--- src/rtl/stopwatch_bcd_counter_pkg.sv ---
// Shared definitions for the stopwatch timekeeping core: FSM encoding,
// BCD digit limits and the default tick divider.
package stopwatch_pkg;

  typedef enum logic [1:0] {
    IDLE  = 2'd0,
    RUN   = 2'd1,
    PAUSE = 2'd2
  } sw_state_t;

  localparam logic [3:0] DIG_MAX9 = 4'd9;
  localparam logic [3:0] DIG_MAX5 = 4'd5;

  localparam int TICK_DIV_DEFAULT = 1_000_000;

endpackage

--- src/rtl/stopwatch_bcd_counter_bcd_digit.sv ---
// One BCD digit of the cascade: counts 0..MAX on inc, wraps to 0 and
// reports carry when incremented at MAX.
module bcd_digit
  import stopwatch_pkg::*;
#(
  parameter logic [3:0] MAX = DIG_MAX9
) (
  input  logic       clk_100MHz,
  input  logic       reset,
  input  logic       clr,
  input  logic       inc,
  output logic [3:0] q,
  output logic       carry
);

  assign carry = inc & (q == MAX);

  // Digit register; anything at or above MAX wraps so the range can never be left.
  always_ff @(posedge clk_100MHz) begin
    if (reset || clr) begin
      q <= 4'd0;
    end else if (inc) begin
      q <= (q >= MAX) ? 4'd0 : q + 4'd1;
    end else begin
      q <= q;
    end
  end

endmodule

--- src/rtl/stopwatch_bcd_counter.sv ---
// Stopwatch core: button conditioning, run/pause/clear FSM, 1/100 s
// prescaler and the eight-digit HH:MM:SS.cc BCD cascade.
module stopwatch_bcd_counter
  import stopwatch_pkg::*;
#(
  parameter int TICK_DIV = TICK_DIV_DEFAULT,
  parameter int PRESC_W  = 20
) (
  input  logic       clk_100MHz,
  input  logic       reset,
  input  logic       start_stop,
  input  logic       clear,
  output logic [3:0] hr_10s,
  output logic [3:0] hr_1s,
  output logic [3:0] min_10s,
  output logic [3:0] min_1s,
  output logic [3:0] sec_10s,
  output logic [3:0] sec_1s,
  output logic [3:0] sec100_10s,
  output logic [3:0] sec100_1s,
  output logic       running,
  output logic       tick,
  output logic       overflow
);

  logic ss_sync1, ss_sync2, ss_prev;
  logic clr_sync1, clr_sync2, clr_prev;
  logic ss_event, clr_event;

  sw_state_t state, state_next;

  logic [PRESC_W-1:0] presc;
  logic               presc_wrap;
  logic               inc_en;
  logic [7:0]         carry;

  // Two-flop synchronizers followed by a previous-value flop for edge detection.
  always_ff @(posedge clk_100MHz) begin
    if (reset) begin
      ss_sync1  <= 1'b0;
      ss_sync2  <= 1'b0;
      ss_prev   <= 1'b0;
      clr_sync1 <= 1'b0;
      clr_sync2 <= 1'b0;
      clr_prev  <= 1'b0;
    end else begin
      ss_sync1  <= start_stop;
      ss_sync2  <= ss_sync1;
      ss_prev   <= ss_sync2;
      clr_sync1 <= clear;
      clr_sync2 <= clr_sync1;
      clr_prev  <= clr_sync2;
    end
  end

  assign ss_event  = ss_sync2 & ~ss_prev;
  assign clr_event = clr_sync2 & ~clr_prev;

  // Next-state logic; a clear event takes priority over start/stop.
  always_comb begin
    state_next = state;
    if (clr_event) begin
      state_next = IDLE;
    end else if (ss_event) begin
      case (state)
        IDLE:    state_next = RUN;
        RUN:     state_next = PAUSE;
        PAUSE:   state_next = RUN;
        default: state_next = IDLE;
      endcase
    end else begin
      state_next = state;
    end
  end

  assign presc_wrap = (state == RUN) && (presc == PRESC_W'(TICK_DIV - 1));
  // A tick on the same edge as a start/stop event still counts; clear discards it.
  assign inc_en     = presc_wrap & ~clr_event;

  // State register, prescaler and the registered status outputs.
  always_ff @(posedge clk_100MHz) begin
    if (reset) begin
      state    <= IDLE;
      presc    <= '0;
      running  <= 1'b0;
      tick     <= 1'b0;
      overflow <= 1'b0;
    end else begin
      state   <= state_next;
      running <= (state_next == RUN);
      if (clr_event) begin
        presc    <= '0;
        tick     <= 1'b0;
        overflow <= 1'b0;
      end else if (state == RUN) begin
        presc    <= presc_wrap ? '0 : presc + PRESC_W'(1);
        tick     <= presc_wrap;
        overflow <= overflow | carry[7];
      end else begin
        presc    <= presc;
        tick     <= 1'b0;
        overflow <= overflow;
      end
    end
  end

  bcd_digit #(.MAX(DIG_MAX9)) u_sec100_1s (
    .clk_100MHz(clk_100MHz), .reset(reset), .clr(clr_event),
    .inc(inc_en), .q(sec100_1s), .carry(carry[0])
  );

  bcd_digit #(.MAX(DIG_MAX9)) u_sec100_10s (
    .clk_100MHz(clk_100MHz), .reset(reset), .clr(clr_event),
    .inc(carry[0]), .q(sec100_10s), .carry(carry[1])
  );

  bcd_digit #(.MAX(DIG_MAX9)) u_sec_1s (
    .clk_100MHz(clk_100MHz), .reset(reset), .clr(clr_event),
    .inc(carry[1]), .q(sec_1s), .carry(carry[2])
  );

  bcd_digit #(.MAX(DIG_MAX5)) u_sec_10s (
    .clk_100MHz(clk_100MHz), .reset(reset), .clr(clr_event),
    .inc(carry[2]), .q(sec_10s), .carry(carry[3])
  );

  bcd_digit #(.MAX(DIG_MAX9)) u_min_1s (
    .clk_100MHz(clk_100MHz), .reset(reset), .clr(clr_event),
    .inc(carry[3]), .q(min_1s), .carry(carry[4])
  );

  bcd_digit #(.MAX(DIG_MAX5)) u_min_10s (
    .clk_100MHz(clk_100MHz), .reset(reset), .clr(clr_event),
    .inc(carry[4]), .q(min_10s), .carry(carry[5])
  );

  bcd_digit #(.MAX(DIG_MAX9)) u_hr_1s (
    .clk_100MHz(clk_100MHz), .reset(reset), .clr(clr_event),
    .inc(carry[5]), .q(hr_1s), .carry(carry[6])
  );

  bcd_digit #(.MAX(DIG_MAX9)) u_hr_10s (
    .clk_100MHz(clk_100MHz), .reset(reset), .clr(clr_event),
    .inc(carry[6]), .q(hr_10s), .carry(carry[7])
  );

endmodule

--- config.mk ---
export PLATFORM = sky130hd
export DESIGN_NAME = stopwatch_bcd_counter
export DESIGN_NICKNAME = d
export VERILOG_FILES = /design/src/rtl/stopwatch_bcd_counter_pkg.sv /design/src/rtl/stopwatch_bcd_counter_bcd_digit.sv /design/src/rtl/stopwatch_bcd_counter.sv
export SDC_FILE = /design/constraint.sdc
export NUM_CORES = 1
export LEC_CHECK = 0
export ABC_AREA = 0
export BUFFER_PORTS_ARGS = -buffer_cell sky130_fd_sc_hd__buf_2
export CORE_ASPECT_RATIO = 1.2
export CORE_UTILIZATION = 50
export CTS_BUF_LIST = sky130_fd_sc_hd__clkbuf_8
export CTS_CLUSTER_DIAMETER = 200
export DETAILED_ROUTE_END_ITERATION = 10
export MAX_ROUTING_LAYER = met4
export PLACE_DENSITY_LB_ADDON = 0.2
export SLEW_MARGIN = 20
export SYNTH_ARGS = -nofsm -noshare
export SYNTH_HDL_FRONTEND = slang
export SYNTH_HIERARCHICAL = 1
export SYNTH_SLANG_ARGS = --single-unit
--- constraint.sdc ---
create_clock -name clk_100MHz -period 8.2 [get_ports clk_100MHz]
set_clock_uncertainty 0.15 [all_clocks]
set_input_delay 0.41 -clock clk_100MHz [delete_from_list [all_inputs] [get_ports clk_100MHz]]
set_output_delay 0.41 -clock clk_100MHz [all_outputs]
set_load 0.01 [all_outputs]
# --- After elaboration in Yosys (flattened, before gate mapping) ---
# Index checks and enable logic that the tools add are counted.
classes:
  addsub: 9
  order_cmp: 8
  eq_ne: 12
  n_mux: 12
  bitwise: 16
  n_reduce_logical: 6
op_table:
  columns: ["op", "n"]
  rows:
  - ["4-bit by 1-bit adder with 4-bit output, second input constant", 8]
  - ["4-bit 2-to-1 mux", 8]
  - ["4-bit equality test, second input constant", 6]
  - ["4-bit >= comparator, second input constant", 6]
  - ["20-bit by 1-bit adder with 20-bit output, second input constant", 1]
  - ["20-bit equality test, second input constant", 1]
  - ["20-bit 2-to-1 mux", 1]
  - ["1-bit AND", 11]
  - ["4-bit by 3-bit equality test with 1-bit output, second input constant", 2]
  - ["4-bit by 3-bit >= comparator with 1-bit output, second input constant", 2]
  - ["2-bit by 1-bit equality test with 1-bit output, second input constant", 2]
  - ["2-bit 2-to-1 mux", 2]
  - ["1-bit inverter", 4]
  - ["2-bit one-hot mux with 2 select lines", 1]
  - ["2-bit OR reduction", 2]
  - ["3-bit OR reduction", 1]
  - ["2-bit equality test, second input constant", 1]
  - ["2-bit zero test", 1]
  - ["1-bit logical AND", 1]
  - ["1-bit logical OR", 1]
  - ["1-bit OR", 1]
word_totals:
  register_bits: 63
  input_bits: 4
  wordCells: 82

# --- Depth between registers and ports, before layout ---
# Gate-level depths: netlist of the first run.
depth:
  depth_word: 13
  ltp_mapped: 24

# --- Modules after synthesis ---
# Netlist of the first run, hierarchy kept.
modules_own_cells:
  columns: ["module", "instances", "cells_per_inst", "area_per_inst_um2", "seq_area_each_um2"]
  rows:
  - ["stopwatch_bcd_counter", 1, 149, 1327.5, 620.6]
  - ["bcd_digit (u_hr_10s ...)", 6, 24, 217.7, 80.1]
  - ["bcd_digit (u_min_10s ...)", 2, 28, 241.5, 80.1]

# --- Worst setup path before layout of the first run ---
# Ideal clock, no wire load.
synth_timing:
  path_kind: "register to register"
  startpoint: "reg presc[0]"
  endpoint: "reg overflow"
  setup_ns: 0.065
  arrival_ns: 6.248
  setup_slack_ns: 1.738
  path_stages_with_launch: 25
  path_buffers: 1
  synth_period_minus_slack_ns: 6.462
  cell_sequence: "dfxtp_1 -> ha_1 -> nand4b_1 -> or2_1 -> clkbuf_1 -> or3_1 -> nor2_1 -> nand2_1 -> nor3b_1 -> nand2_1 -> nor3b_1 -> nand2_1 -> nor3b_1 -> nor2b_1 -> and3_2 -> nand2_1 -> nor3b_1 -> nor2b_1 -> and3_2 -> nand2_1 -> nor3b_1 -> nand2_1 -> nor3b_1 -> a21oi_1 -> nor2_1"
synth_between:
  elab_chain_len: 12
synth_lines:
  columns: ["item", "line_no", "text"]
  rows:
  - ["from (decl)", "stopwatch_bcd_counter.sv:32", "logic [PRESC_W-1:0] presc;"]
  - ["from (signal assigned)", "stopwatch_bcd_counter.sv:96", "presc <= presc_wrap ? '0 : presc + PRESC_W'(1);"]
  - ["from (signal assigned)", "stopwatch_bcd_counter.sv:100", "presc <= presc;"]
  - ["20-bit equality test", "stopwatch_bcd_counter.sv:76", "assign presc_wrap = (state == RUN) && (presc == PRESC_W'(TICK_DIV - 1));"]
  - ["1-bit logical AND", "stopwatch_bcd_counter.sv:76", null]
  - ["1-bit AND", "stopwatch_bcd_counter.sv:78", "assign inc_en = presc_wrap & ~clr_event;"]
  - ["via inc_en", "stopwatch_bcd_counter.sv:34", "logic inc_en;"]
  - ["1-bit AND", "stopwatch_bcd_counter_bcd_digit.sv:16", "assign carry = inc & (q == MAX);"]
  - ["via carry[0]", "stopwatch_bcd_counter.sv:35", "logic [7:0] carry;"]
  - ["1-bit AND", "stopwatch_bcd_counter_bcd_digit.sv:16", null]
  - ["via carry[1]", "stopwatch_bcd_counter.sv:35", null]
  - ["(+1 left out)", null, null]
  - ["via carry[2]", "stopwatch_bcd_counter.sv:35", null]
  - ["(+1 left out)", null, null]
  - ["via carry[3]", "stopwatch_bcd_counter.sv:35", null]
  - ["(+1 left out)", null, null]
  - ["via carry[4]", "stopwatch_bcd_counter.sv:35", null]
  - ["1-bit AND", "stopwatch_bcd_counter_bcd_digit.sv:16", null]
  - ["via carry[5]", "stopwatch_bcd_counter.sv:35", null]
  - ["1-bit AND", "stopwatch_bcd_counter_bcd_digit.sv:16", null]
  - ["via carry[6]", "stopwatch_bcd_counter.sv:35", null]
  - ["1-bit AND", "stopwatch_bcd_counter_bcd_digit.sv:16", null]
  - ["via carry[7]", "stopwatch_bcd_counter.sv:35", null]
  - ["1-bit OR", "stopwatch_bcd_counter.sv:98", "overflow <= overflow | carry[7];"]
  - ["to (signal assigned)", "stopwatch_bcd_counter.sv:98", null]
  - ["to (signal assigned)", "stopwatch_bcd_counter.sv:102", "overflow <= overflow;"]
  - ["to (decl)", "stopwatch_bcd_counter.sv:23", "output logic overflow"]
# The timed path passes the listed nets, and every way through them passes these cells.
# A chain may end at the register's enable or synchronous reset.

# --- Final worst setup path of the first run ---
# Same ends and word-level chain as after synthesis.

==> flow_summary.toml, run 1 <==
[outcome]
status = "complete, no violations"

[min_path]
hold_depth = 2
hold_path_end = "ss_sync1"
hp-start = "start_stop"
hp-class = "input port to flip-flop"

[route]
via_per_inst = 5.09
first_pass_iters = 4
first_iter_violations = 111
wl_mm = 5.53
vias = 2455
ant_nets = 0
drc_errors = 0
avgRoutedWirePerCell_um = 11.5

[die]
start_util = 0.518
dieWidth_um = 74.1
die-area_sq_mm = 0.00655
io-pin-count = 39
fp-row-count = 31
die_h_um = 88.5
core_sq_mm = 0.00601

[critical_path]
ff2ff_path_depth = 23
ff2ff_setup_slack_ns = 0.84
cp_slowest_cell = "nor3b_1"
worstPathCellList = "ha_1 -> nand4b_1 -> or2_1 -> or3_1 -> nor2_1 -> nand2_1 -> nor3b_1 -> nand2_1 -> nor3b_1 -> nand2_1 -> nor3b_1 -> nor2b_1 -> and3_2 -> nand2_1 -> nor3b_1 -> nor2b_1 -> and3_2 -> nand2_1 -> nor3b_1 -> nand2_1 -> nor3b_1 -> a21oi_1 -> nor2_1"
cp-start-kind = "flip-flop"
path_max_fanout = 7
crit_required_ns = 8.32
crit_family = "simple AND/OR/NAND/NOR gates"
crit_path_end_kind = "flip-flop"
worst_path_largest_cell_delay_ns = 0.62
critPathKind = "flip-flop to flip-flop"
r2r_start = "presc[0]"
critPathArrivalTime_ns = 7.48
r2r_end = "overflow"
cp_num_buf_inv = 0
cp.depth = 23

[global_route]
grt_usage = 0.185
grt_pass1_vias = 2153
overflow = 0
antenna_found_initial = 0
grt_max_degree = 20
grt_pass1_wl_mm = 9.07

[final_layout]
nets = 424
layout-drive-gt1-share = 0.180
layout.cells.non_filler = 482
antenna_cells = 0
final_common_cell = "dfxtp_1"
area_growth_pct = 15.9
final_cell_mix = "dfxtp_1 (63), nor2_1 (52), buf_2 (38)"

[clock_tree]
cts_setup_buffers = 0
cts_root_buffer = "clkbuf_8"
cts.sinks = 63
path_clk_slew_ns = 0.07
post_cts_resized = 0
cts_hold_buf = 0
cts_tree = "done"
htreeDepth = 3
cts_buffer_depth = 2
cts_buffers = 9
clk-insertion-delay-late_ns = 0.33

[synthesis]
synth_cell_types = 44
synth.avg_cell_area_sq_um = 8.93
synth.top_cell.area_share = 0.405
netlist_area_sq_mm = 0.00312
synth_area_leaders = "dfxtp_1 (40%), ha_1 (10%), nor2_1 (6.3%), xnor2_1 (4.5%), nand2_1 (4.0%)"
yosysWarnings = 6
ys_ff_latch = 63
seq_area_frac_synth = 0.405
syn_inst = 349
synth_top_cell_by_area = "dfxtp_1"
synthesis.nets = 378

[place]
io_buffer_count = 38
dp_cells = 466
dp_hpwl_mm = 4.08
place_congestion = 0.812

[sta]
fin_crit_ns = 7.36
setup_viol = 0
rsz0062_at_grt = "false"
timing.fmax_mhz = 136
period_share = 0.897
slew_headroom = 0.540
slew_viol_final = 0
worst_slew_pin_slew_ns = 0.688
finalHoldViolCount = 0
fin_tns_setup_ns = 0

[power_and_ir_drop]
total_leakage_power_nw = 1.41
power_density_mw_per_mm2 = 167
totalPowerFinal_mw = 0.605
peakVddDrop_v = 0.000135

[flow_run]
drv_cap = 0
==> layer usage <==
layer,vias up,global-route usage,share of wire
li1,1284,-,-
met1,1127,0.219,0.47
met2,35,0.297,0.48
met3,9,0.0308,0.027
met4,0,0.105,0.021
met5,-,-,0
==> stage by stage <==
step | area (sq um) | setup WS [ns] | utilization | hold WS (ns)
3_5_place_dp | 3400 | 0.888 | 0.566 | 0.287
2_1_floorplan | 3120 | 1.74 | - | 0.264
4_1_cts | 3610 | 0.855 | 0.601 | 0.122
6_report | 3610 | 0.841 | 0.601 | 0.137
3_3_place_gp | 3400 | 1.21 | 0.566 | 0.271
5_1_grt | 3610 | 0.000555 | 0.601 | 0.156
==> registers in the layout (all words and copies together) (netlist names), 4 cells and up <==
name and flops:
u_sec_10s/q 4, u_hr_1s/q 4, presc 20, u_sec100_10s/q 4, u_sec100_1s/q 4, u_sec_1s/q 4
u_min_10s/q 4, u_hr_10s/q 4, u_min_1s/q 4
==> how the worst max path moves through the flow <==
stage | from | to | slack, ns
CTS | presc[0] | overflow | 0.86
detailed placement | presc[0] | overflow | 0.89
finish | presc[0] | overflow | 0.84
global placement | presc[0] | overflow | 1.21
global route | presc[0] | overflow | 0.0006
floorplan | presc[0] | overflow | 1.74
==> cells by family (layout without fill, tap and decap cells) <==
logic type / after synthesis / in the layout / synth area share
AND/OR/NAND/NOR: 161 / 161 / 0.275
flip-flops: 63 / 63 / 0.405
AO/OA/AOI/OAI: 38 / 38 / 0.0803
XOR/XNOR: 30 / 30 / 0.0843
adder cells (fa/ha/maj): 25 / 25 / 0.100
buffers and inverters: 24 / 75 / 0.0297
multiplexers: 8 / 8 / 0.0261
==> cell usage after synthesis (all sizes together) <==
library cell and count:
inv 19, nand2b 4, o31ai 3, ha 25, mux2 1, nand3 5
nor3b 12, dfxtp 63, a21oi 10, and2b 1, nor4bb 1, and3 3
mux2i 7, o21bai 1, nor2b 12, xnor2 16, a32oi 2, or2 2
nor4b 2, nand4 11, and4 1, or2b 1, clkbuf 3, a2111o 2
buf 2, xor2 14, o21ai 15, or4 4, nor4 3, nor2 52
nand3b 1, or3 5, nor3 6, o22ai 4, nand4b 2, nand2 33
o211ai 1
==> final cells by class <==
type	count	area [sq um]
Timing Repair Buffer	40	205
Sequential cell	63	1260
Clock inverter	4	43.8
Clock buffer	12	165
Fill cell	537	2400
Inverter	19	71.3
Multi-Input combinational cell	262	1760
Tap cell	82	103
==> power by group <==
part / switching [mW] / leakage (nW) / total, mW / internal, mW
Combinational: 0.0116 / 0.785 / 0.0179 / 0.00633
Clock: 0.115 / 0.114 / 0.278 / 0.163
Sequential: 0.00114 / 0.508 / 0.309 / 0.308
Note: power is estimated with default switching activity, not from simulation.
==> run 2, diff against run 1 <==
- PLACE_DENSITY_LB_ADDON: 0.2 -> 0.15
==> run 2 against run 1 <==
  * Final cell count did not move
  * Die area stayed put
  * Sequential power about the same
  * Largest power group unchanged
  * Cell area fell by 0.52%
  * Global-route usage up 1.3 points
  * Via count up 0.53%
==> flow_summary.toml, run 2 (synthesis gave the netlist of run 1 again) <==
[sta]
timing.fmax_mhz = 137
slew_headroom = 0.539
rsz0062_at_grt = "false"
period_share = 0.893
fin_crit_ns = 7.32
whs_ns = 0.145
worst_slew_pin_slew_ns = 0.690
finalHoldViolCount = 0
slew_viol_final = 0
fin_tns_setup_ns = 0
setup_viol = 0

[route]
wl_met1_mm = 2.71
route.met2.wl_mm = 2.72
vias = 2468
wl_met3_um = 194
route.top_layer_used = "met4"
first_pass_iters = 5
drc_errors = 0
wl_mm = 5.74
first_iter_violations = 95
avgRoutedWirePerCell_um = 11.9
ant_nets = 0
via_per_inst = 5.12

[flow_run]
drv_cap = 0

[global_route]
grt_pass1_vias = 2265
grt_pass1_wl_mm = 9.65
antenna_found_initial = 0
grt_usage = 0.198
overflow = 0
grt_max_degree = 20

[critical_path]
path_max_fanout = 7
critPathArrivalTime_ns = 7.45
ff2ff_path_depth = 23
critPathKind = "flip-flop to flip-flop"
r2r_end = "overflow"
crit_required_ns = 8.33
ff2ff_setup_slack_ns = 0.88
cp-start-kind = "flip-flop"
r2r_start = "presc[0]"
crit_path_end_kind = "flip-flop"

[clock_tree]
cts_hold_buf = 0
htreeDepth = 3
cts_setup_buffers = 0
cts.sinks = 63
clk-insertion-delay-late_ns = 0.34
cts_buffers = 9
cts_root_buffer = "clkbuf_8"
post_cts_resized = 0
cts_tree = "done"
cts_buffer_depth = 2
path_clk_slew_ns = 0.07

[final_layout]
largest_reg_flops = 20
final_cell_mix = "dfxtp_1 (63), nor2_1 (52), buf_2 (38)"
nets = 424
final_common_cell = "dfxtp_1"
layout-drive-gt1-share = 0.178
regMostFlops = "presc"
area_growth_pct = 15.3
layout.cells.non_filler = 482
antenna_cells = 0
finish.instance_area_sq_mm = 0.00359

[place]
dp_hpwl_mm = 4.14
dp_cells = 466
io_buffer_count = 38
placed_cell_area_sq_mm = 0.00340
place_congestion = 0.782

[outcome]
status = "complete, no violations"

[power_and_ir_drop]
peakVddDrop_v = 0.000114
power_density_mw_per_mm2 = 165
total_leakage_power_nw = 1.40

[die]
dieWidth_um = 74.1
die_h_um = 88.5
io-pin-count = 39
start_util = 0.518
die-area_sq_mm = 0.00655
core_sq_mm = 0.00601
fp-row-count = 31

[min_path]
hp-start = "start_stop"
hold_depth = 2
hp-class = "input port to flip-flop"
hold_path_end = "ss_sync1"
run 2: cell count changes in the layout (fill, tap and decap cells not counted), sizes merged:
cell,delta
clkinv,+1
inv,+1
clkbuf,-2
run 2: layer usage:
metal  vias to the layer above  GRT usage
li1                       1281          -
met1                      1132      0.231
met2                        45      0.321
met3                        10     0.0342
met4                         0      0.110
met5                         -          -
run 2: worst max-delay path by stage:
stage,startpoint,end,slack [ns],cells after the start
3_3_place_gp,presc[0],overflow,1.16,23
3_5_place_dp,presc[0],overflow,0.91,23
4_1_cts,presc[0],overflow,0.88,23
6_report,presc[0],overflow,0.88,23
2_1_floorplan,presc[0],overflow,1.74,24
5_1_grt,presc[0],overflow,0.22,23
run 2: metrics by stage:
stage | setup slack (ns) | util | power (mW)
after global placement | 1.16 | 0.566 | 0.334
after detailed placement | 0.912 | 0.566 | 0.334
final | 0.876 | 0.598 | 0.592
after CTS | 0.877 | 0.598 | 0.595
after global routing | 0.219 | 0.598 | 0.612
after floorplan | 1.74 | - | 0.328
run 2: final cells by class:
| cell class | instances | area (sq um) |
|---|---|---|
| fill | 528 | 2420 |
| inverter | 19 | 71.3 |
| clock inverter | 6 | 52.6 |
| timing repair buffer | 40 | 205 |
| multi-input combinational | 262 | 1760 |
| sequential | 63 | 1260 |
| tap | 82 | 103 |
| clock buffer | 10 | 138 |
run 2: worst max-delay path: stages (launching register included):
cell and delay (ns):
dfxtp_1 0.37, ha_1 0.21, nand4b_1 0.22, or2_1 0.36
or3_1 0.41, nor2_1 0.31, nand2_1 0.15, nor3b_1 0.57
nand2_1 0.18, nor3b_1 0.59, nand2_1 0.19, nor3b_1 0.62
nor2b_1 0.24, and3_2 0.26, nand2_1 0.10, nor3b_1 0.59
nor2b_1 0.24, and3_2 0.26, nand2_1 0.10, nor3b_1 0.54
nand2_1 0.18, nor3b_1 0.22, a21oi_1 0.09, nor2_1 0.09
run 2: power breakdown:
group | internal [mW] | switching [mW]
logic | 0.00634 | 0.0118
clock network | 0.145 | 0.120
registers | 0.308 | 0.00111
